<file path="config.mk">
export PLATFORM = sky130hd
export DESIGN_NAME = qed_dup_issue_ctrl
export DESIGN_NICKNAME = d
export VERILOG_FILES = /design/src/rtl/qed_pkg.sv /design/src/rtl/qed_reg_remap.sv /design/src/rtl/qed_dup_issue_ctrl.sv
export SDC_FILE = /design/constraint.sdc
export NUM_CORES = 1
export LEC_CHECK = 0
export BUFFER_PORTS_ARGS = -buffer_cell sky130_fd_sc_hd__buf_2
export CORE_MARGIN = 1
export CORE_UTILIZATION = 51
export CTS_BUF_LIST = sky130_fd_sc_hd__clkbuf_4 sky130_fd_sc_hd__clkbuf_8
export CTS_CLUSTER_SIZE = 16
export DETAILED_ROUTE_END_ITERATION = 16
export PLACE_DENSITY = 0.69
export REMOVE_ABC_BUFFERS = 1
export SLEW_MARGIN = 30
export SYNTH_ARGS = -nofsm -noshare
export SYNTH_HDL_FRONTEND = slang
export SYNTH_SLANG_ARGS = --single-unit
</file>
<file path="constraint.sdc">
create_clock -name i_clk -period 4.1 [get_ports i_clk]
set_input_delay 0 -clock i_clk [delete_from_list [all_inputs] [get_ports i_clk]]
set_output_delay 0 -clock i_clk [all_outputs]
set_load 0.05 [all_outputs]
</file>
<file path="src/rtl/qed_pkg.sv">
// Shared definitions for the QED duplicate-issue path: RV32I opcodes, the
// canonical NOP, controller states and the register-field remap helper.
package qed_pkg;

  localparam logic [6:0] OP_R      = 7'b0110011;
  localparam logic [6:0] OP_IMM    = 7'b0010011;
  localparam logic [6:0] OP_LOAD   = 7'b0000011;
  localparam logic [6:0] OP_JALR   = 7'b1100111;
  localparam logic [6:0] OP_STORE  = 7'b0100011;
  localparam logic [6:0] OP_BRANCH = 7'b1100011;
  localparam logic [6:0] OP_LUI    = 7'b0110111;
  localparam logic [6:0] OP_AUIPC  = 7'b0010111;
  localparam logic [6:0] OP_JAL    = 7'b1101111;

  localparam logic [31:0] QED_NOP = 32'h0000_0013;

  localparam int REG_DUP_BIT = 4;

  typedef enum logic [1:0] {
    QED_IDLE,
    QED_ORIG,
    QED_DUP
  } qed_state_e;

  // x0 stays x0 so hard-wired zero reads keep their meaning in the duplicate.
  function automatic logic [4:0] remap_field(input logic [4:0] r);
    logic [4:0] f;
    f = r;
    if (r != 5'd0) f[REG_DUP_BIT] = 1'b1;
    return f;
  endfunction

endpackage

</file>
<file path="src/rtl/qed_reg_remap.sv">
// Combinational remap of an original RV32I instruction into its duplicate,
// which uses the upper half of the register file.
module qed_reg_remap
  import qed_pkg::*;
(
  input  logic [31:0] i_instr,
  output logic [31:0] o_instr
);

  always_comb begin
    o_instr = i_instr;
    case (i_instr[6:0])
      OP_R: begin
        o_instr[11:7]  = remap_field(i_instr[11:7]);
        o_instr[19:15] = remap_field(i_instr[19:15]);
        o_instr[24:20] = remap_field(i_instr[24:20]);
      end
      OP_IMM, OP_LOAD, OP_JALR: begin
        o_instr[11:7]  = remap_field(i_instr[11:7]);
        o_instr[19:15] = remap_field(i_instr[19:15]);
      end
      OP_STORE, OP_BRANCH: begin
        o_instr[19:15] = remap_field(i_instr[19:15]);
        o_instr[24:20] = remap_field(i_instr[24:20]);
      end
      // Upper bits in U/J formats are immediate, so only rd is touched.
      OP_LUI, OP_AUIPC, OP_JAL: begin
        o_instr[11:7]  = remap_field(i_instr[11:7]);
      end
      default: o_instr = QED_NOP;
    endcase
  end

endmodule

</file>
<file path="src/rtl/qed_dup_issue_ctrl.sv">
// QED producer: records originals accepted in ORIG mode, then replays them
// register-remapped in DUP mode and flags each completed batch for checking.
module qed_dup_issue_ctrl
  import qed_pkg::*;
#(
  parameter int DEPTH = 8,
  parameter int AW    = $clog2(DEPTH)
) (
  input  logic          i_clk,
  input  logic          i_rst,
  input  logic          i_ena,
  input  logic [31:0]   i_ifu_qed_instruction,
  input  logic          i_ifu_valid,
  input  logic          i_stall,
  input  logic          i_qed_switch,
  output logic          o_exec_dup,
  output logic [31:0]   o_qed_instruction,
  output logic          o_qed_check_valid,
  output logic [AW:0]   o_qed_count
);

  localparam logic [AW:0] LP_FULL = (AW + 1)'(DEPTH);
  localparam logic [AW:0] LP_ONE  = (AW + 1)'(1);

  qed_state_e    r_state;
  qed_state_e    w_next_state;
  logic [AW-1:0] r_wr_ptr;
  logic [AW-1:0] r_rd_ptr;
  logic [AW:0]   r_count;
  logic [AW:0]   w_count_next;
  logic [31:0]   r_buf [DEPTH];
  logic          r_exec_dup;
  logic          r_check_valid;
  logic          w_accept;
  logic          w_push;
  logic          w_pop;
  logic          w_flush;
  logic          w_check_next;
  logic [31:0]   w_dup_instr;

  assign w_accept = i_ifu_valid & ~i_stall;

  // Dropping ena wins over stall so a disabled QED never leaves a stale batch.
  always_comb begin
    w_next_state = r_state;
    w_count_next = r_count;
    w_push       = 1'b0;
    w_pop        = 1'b0;
    w_flush      = 1'b0;
    w_check_next = 1'b0;
    if (!i_ena) begin
      w_next_state = QED_IDLE;
      w_flush      = 1'b1;
      w_count_next = '0;
    end else begin
      case (r_state)
        QED_IDLE: begin
          if (!i_stall) w_next_state = QED_ORIG;
        end
        QED_ORIG: begin
          w_push = w_accept;
          if (w_push) w_count_next = r_count + LP_ONE;
          if (!i_stall && (w_count_next == LP_FULL ||
                           (i_qed_switch && w_count_next != '0)))
            w_next_state = QED_DUP;
        end
        QED_DUP: begin
          w_pop = w_accept && (r_count != '0);
          if (w_pop) begin
            w_count_next = r_count - LP_ONE;
            if (r_count == LP_ONE) begin
              w_next_state = QED_ORIG;
              w_check_next = 1'b1;
            end
          end
        end
        default: w_next_state = QED_IDLE;
      endcase
    end
  end

  always_ff @(posedge i_clk) begin
    if (i_rst) begin
      r_state       <= QED_IDLE;
      r_wr_ptr      <= '0;
      r_rd_ptr      <= '0;
      r_count       <= '0;
      r_exec_dup    <= 1'b0;
      r_check_valid <= 1'b0;
    end else begin
      r_state       <= w_next_state;
      r_count       <= w_count_next;
      r_exec_dup    <= (w_next_state == QED_DUP);
      r_check_valid <= w_check_next;
      if (w_flush) begin
        r_wr_ptr <= '0;
        r_rd_ptr <= '0;
      end else begin
        if (w_push) r_wr_ptr <= r_wr_ptr + 1'b1;
        if (w_pop)  r_rd_ptr <= r_rd_ptr + 1'b1;
      end
    end
  end

  // Storage carries no reset; validity is tracked entirely by the count.
  always_ff @(posedge i_clk) begin
    if (w_push) r_buf[r_wr_ptr] <= i_ifu_qed_instruction;
  end

  qed_reg_remap u_remap (
    .i_instr (r_buf[r_rd_ptr]),
    .o_instr (w_dup_instr)
  );

  assign o_exec_dup        = r_exec_dup;
  assign o_qed_instruction = (r_state == QED_DUP) ? w_dup_instr : QED_NOP;
  assign o_qed_check_valid = r_check_valid;
  assign o_qed_count       = r_count;

endmodule

</file>
==> metrics <==
status=complete, no violations; RSZ-0062 raised after global routing=no; Boundary Pins=76; NumNets Final=736; global-route wire length before repair=33,100 um; Most used DFF post-synth=edfxtp_1; WL/cell=21.2 um; most common cell in the synthesized netlist=edfxtp_1; Detailed Place HPWL=12,600 um; synth warn=0; post-route clock skew=0.00905 ns; Max Used Layer=met4; pin count of the biggest net entering global routing=48; CTS Buf Count=44; Post-Synthesis Cells=549; placed instance count=882; Slew Viols, Final=0; Cell Pwr Density=425 nW/um^2; hold crit path type=input pin to flip-flop; CTS tree=done; Setup Buffers After CTS=0; clock sink total=273; Core ar.=20,400 um^2; flops & latches, synth=273; DR vias/cell=5.60; vias in the first global route=6,089; Leakage=4.11 nW; DRT met1 WL=8770 um; DRT iter0 DRCs=347; Area Overhead vs Synth=18.2%; startpoint types=flip-flop; Crit path buffers/inverters=2; Slowest-stage cell, CP=dfxtp_4; met3 wire len=975 um; CP arrival=3.74 ns; Buffers on Ports=73; area leader, netlist=edfxtp_1; reg-to-reg slack, setup=1.43 ns; number of synthesized flops with an enable pin=256; Setup CP Type=flip-flop to primary output; Setup WS pre-CTS=0.931 ns; # Max-Cap Violations=0; grt total ovfl=0; sequential area share after synthesis=0.747; data required time of the critical path=4.10 ns; crit path time final=3.74 ns; GRT Total Usage=0.202; Die Span X=147 um; routability cong.=0.795; n_diodes=0; metal2 WL=10,900 um; Mapped Area=10,700 um^2; Layout Cells excl Fill=989; fraction of layout cells with a size suffix above 1=0.325; CP cell instances=mux4_2 -> mux2i_1 -> nand2b_1 -> o31ai_2 -> nand2_1 -> buf_4 -> a21oi_1 -> buf_2; Layout fillers=1,458; largest cells by area after synthesis=edfxtp_1 72%, mux4_2 13%, dfxtp_1 3.2%; vias=5,543; FFs w/ async S/R, synth=0; Clock Pin Slew Worst Setup and Hold Paths=0.06 ns; final worst slack=0.358 ns; Distinct cells, synth=45; Critical Path End Type=primary output; crit-path max cell delay=0.90 ns; fmax=0.267 GHz; Final Hold Viols=0; Cell Rows=52; crit share post-route=0.913; Worst slew margin=0.446; top cell type's share of synthesized area=0.716; Slew @ Worst Pin=0.830 ns; root buf cell=clkbuf_8; Avg Inst Size Synth=19.6 um^2; worst-path maximum fanout=47; Clock Latency Late Sink=0.54 ns; top cell family by delay on the critical path=multiplexers; Die Ht=147 um; drc violations=0; H-tree levels=2; Max clock buf depth=3; VDD IR max=0.000231 V; DIE AREA=21,700 um^2; TritonRoute pass-1 iters=4; initial antenna violation count=0; Starting Density=0.526; final setup violating endpoints=0; Pwr Total=0.00540 W; Commonest cells post-synth=256 x edfxtp_1, 60 x mux4_2, 54 x nor2_1, 30 x mux2i_1, 17 x dfxtp_1; WL final=21,000 um; remaining antenna violation count=0
-- metrics by stage --
| stage | instance area, um^2 | setup TNS, ns | hold WS, ns | utilization |
|---|---|---|---|---|
| final | 12700 | 0 | 0.0381 | 0.622 |
| after global routing | 12700 | 0 | 0.0481 | 0.622 |
| after CTS | 12700 | 0 | 0.000601 | 0.622 |
| after detailed placement | 11500 | 0 | 0.270 | 0.563 |
| after global placement | 11500 | 0 | 0.256 | 0.563 |
| after floorplan | 10600 | -14.45 | 0.0989 | - |
-- state kept, by name, indices dropped and copies added (netlist names), named ones only --
name and cells:
r_rd_ptr 3, o_qed_count 4, r_wr_ptr 3, o_exec_dup 1
r_state 2, o_qed_check_valid 1, r_buf 256
-- placed cells by master (no fill, tap or decap), drive strengths merged, types with 2 or more instances in the layout --
cell type / Yosys / layout
edfxtp: 256 / 256
buf: 20 / 89
clkbuf: 7 / 64
mux4: 60 / 60
nor2: 54 / 54
dlygate4sd3: 0 / 34
mux2i: 31 / 31
dfxtp: 17 / 17
nand2: 13 / 13
nor3: 9 / 9
nand3: 8 / 8
nand2b: 7 / 7
ha: 6 / 6
clkinv: 0 / 6
nor2b: 5 / 5
nand3b: 5 / 5
a21oi: 5 / 5
nand4: 4 / 4
o21ai: 4 / 4
xnor2: 4 / 4
inv: 3 / 3
a31oi: 3 / 3
nor4: 3 / 3
xor2: 3 / 3
mux2: 2 / 2
a211oi: 2 / 2
o22ai: 2 / 2
conb: 1 / 2
clkinvlp: 0 / 2
-- what timing repair did --
| item | 4_1_cts | 5_1_grt |
|---|---|---|
| hold buffers | 34 | 0 |
| hold endpoints to repair | 260 | 0 |
| resized for setup | 0 | 0 |
-- worst min-delay path: stages --
cell,delay (ns)
buf_2,0.10
nor2_1,0.10
a211oi_1,0.07
a21oi_1,0.19
nor2_1,0.05
-- metal layers --
| layer | GRT usage | vias to the layer above |
|---|---|---|
| li1 | - | 2506 |
| met1 | 0.264 | 2855 |
| met2 | 0.345 | 148 |
| met3 | 0.0348 | 34 |
| met4 | 0.0706 | 0 |
| met5 | 0 | - |
-- layout make-up --
type	count	area, um^2	area share
clock buffer	64	781	0.0615
clock inverter	9	70.1	0.00552
inverter	3	11.3	0.000887
multi-input combinational	247	2610	0.206
sequential	273	8040	0.633
tap	270	338	0.0266
timing repair buffer	123	851	0.0670
-- power breakdown --
part / leakage [nW] / internal [W] / switching (W)
registers: 2.44 / 0.00305 / 0.00000193
clock network: 0.447 / 0.00127 / 0.000977
logic: 1.22 / 0.0000427 / 0.0000555
total: 4.11 / 0.00436 / 0.00103
-- cells by family (layout without fill, tap and decap cells) --
group / Yosys count / count (layout) / share of synthesized area
adder cells (fa/ha/maj): 6 / 6 / 0.00699
multiplexers: 93 / 93 / 0.158
other: 1 / 2 / 0.000349
buffers and inverters: 30 / 199 / 0.0154
flip-flops: 273 / 273 / 0.747
AO/OA/AOI/OAI: 28 / 28 / 0.0184
XOR/XNOR: 7 / 7 / 0.00571
AND/OR/NAND/NOR: 111 / 111 / 0.0481
-- path summary, 6_finish.rpt --
path                                   start                    end  depth (start not counted)
worst min-delay path            i_qed_switch             o_exec_dup                          5
worst min register to register   r_rd_ptr[2]              flip-flop                          2
worst max-delay path               flip-flop  o_qed_instruction[24]                          8
worst max register to register    r_state[1]           r_buf[7][31]                          5
Note: power is estimated with default switching activity, not from simulation.
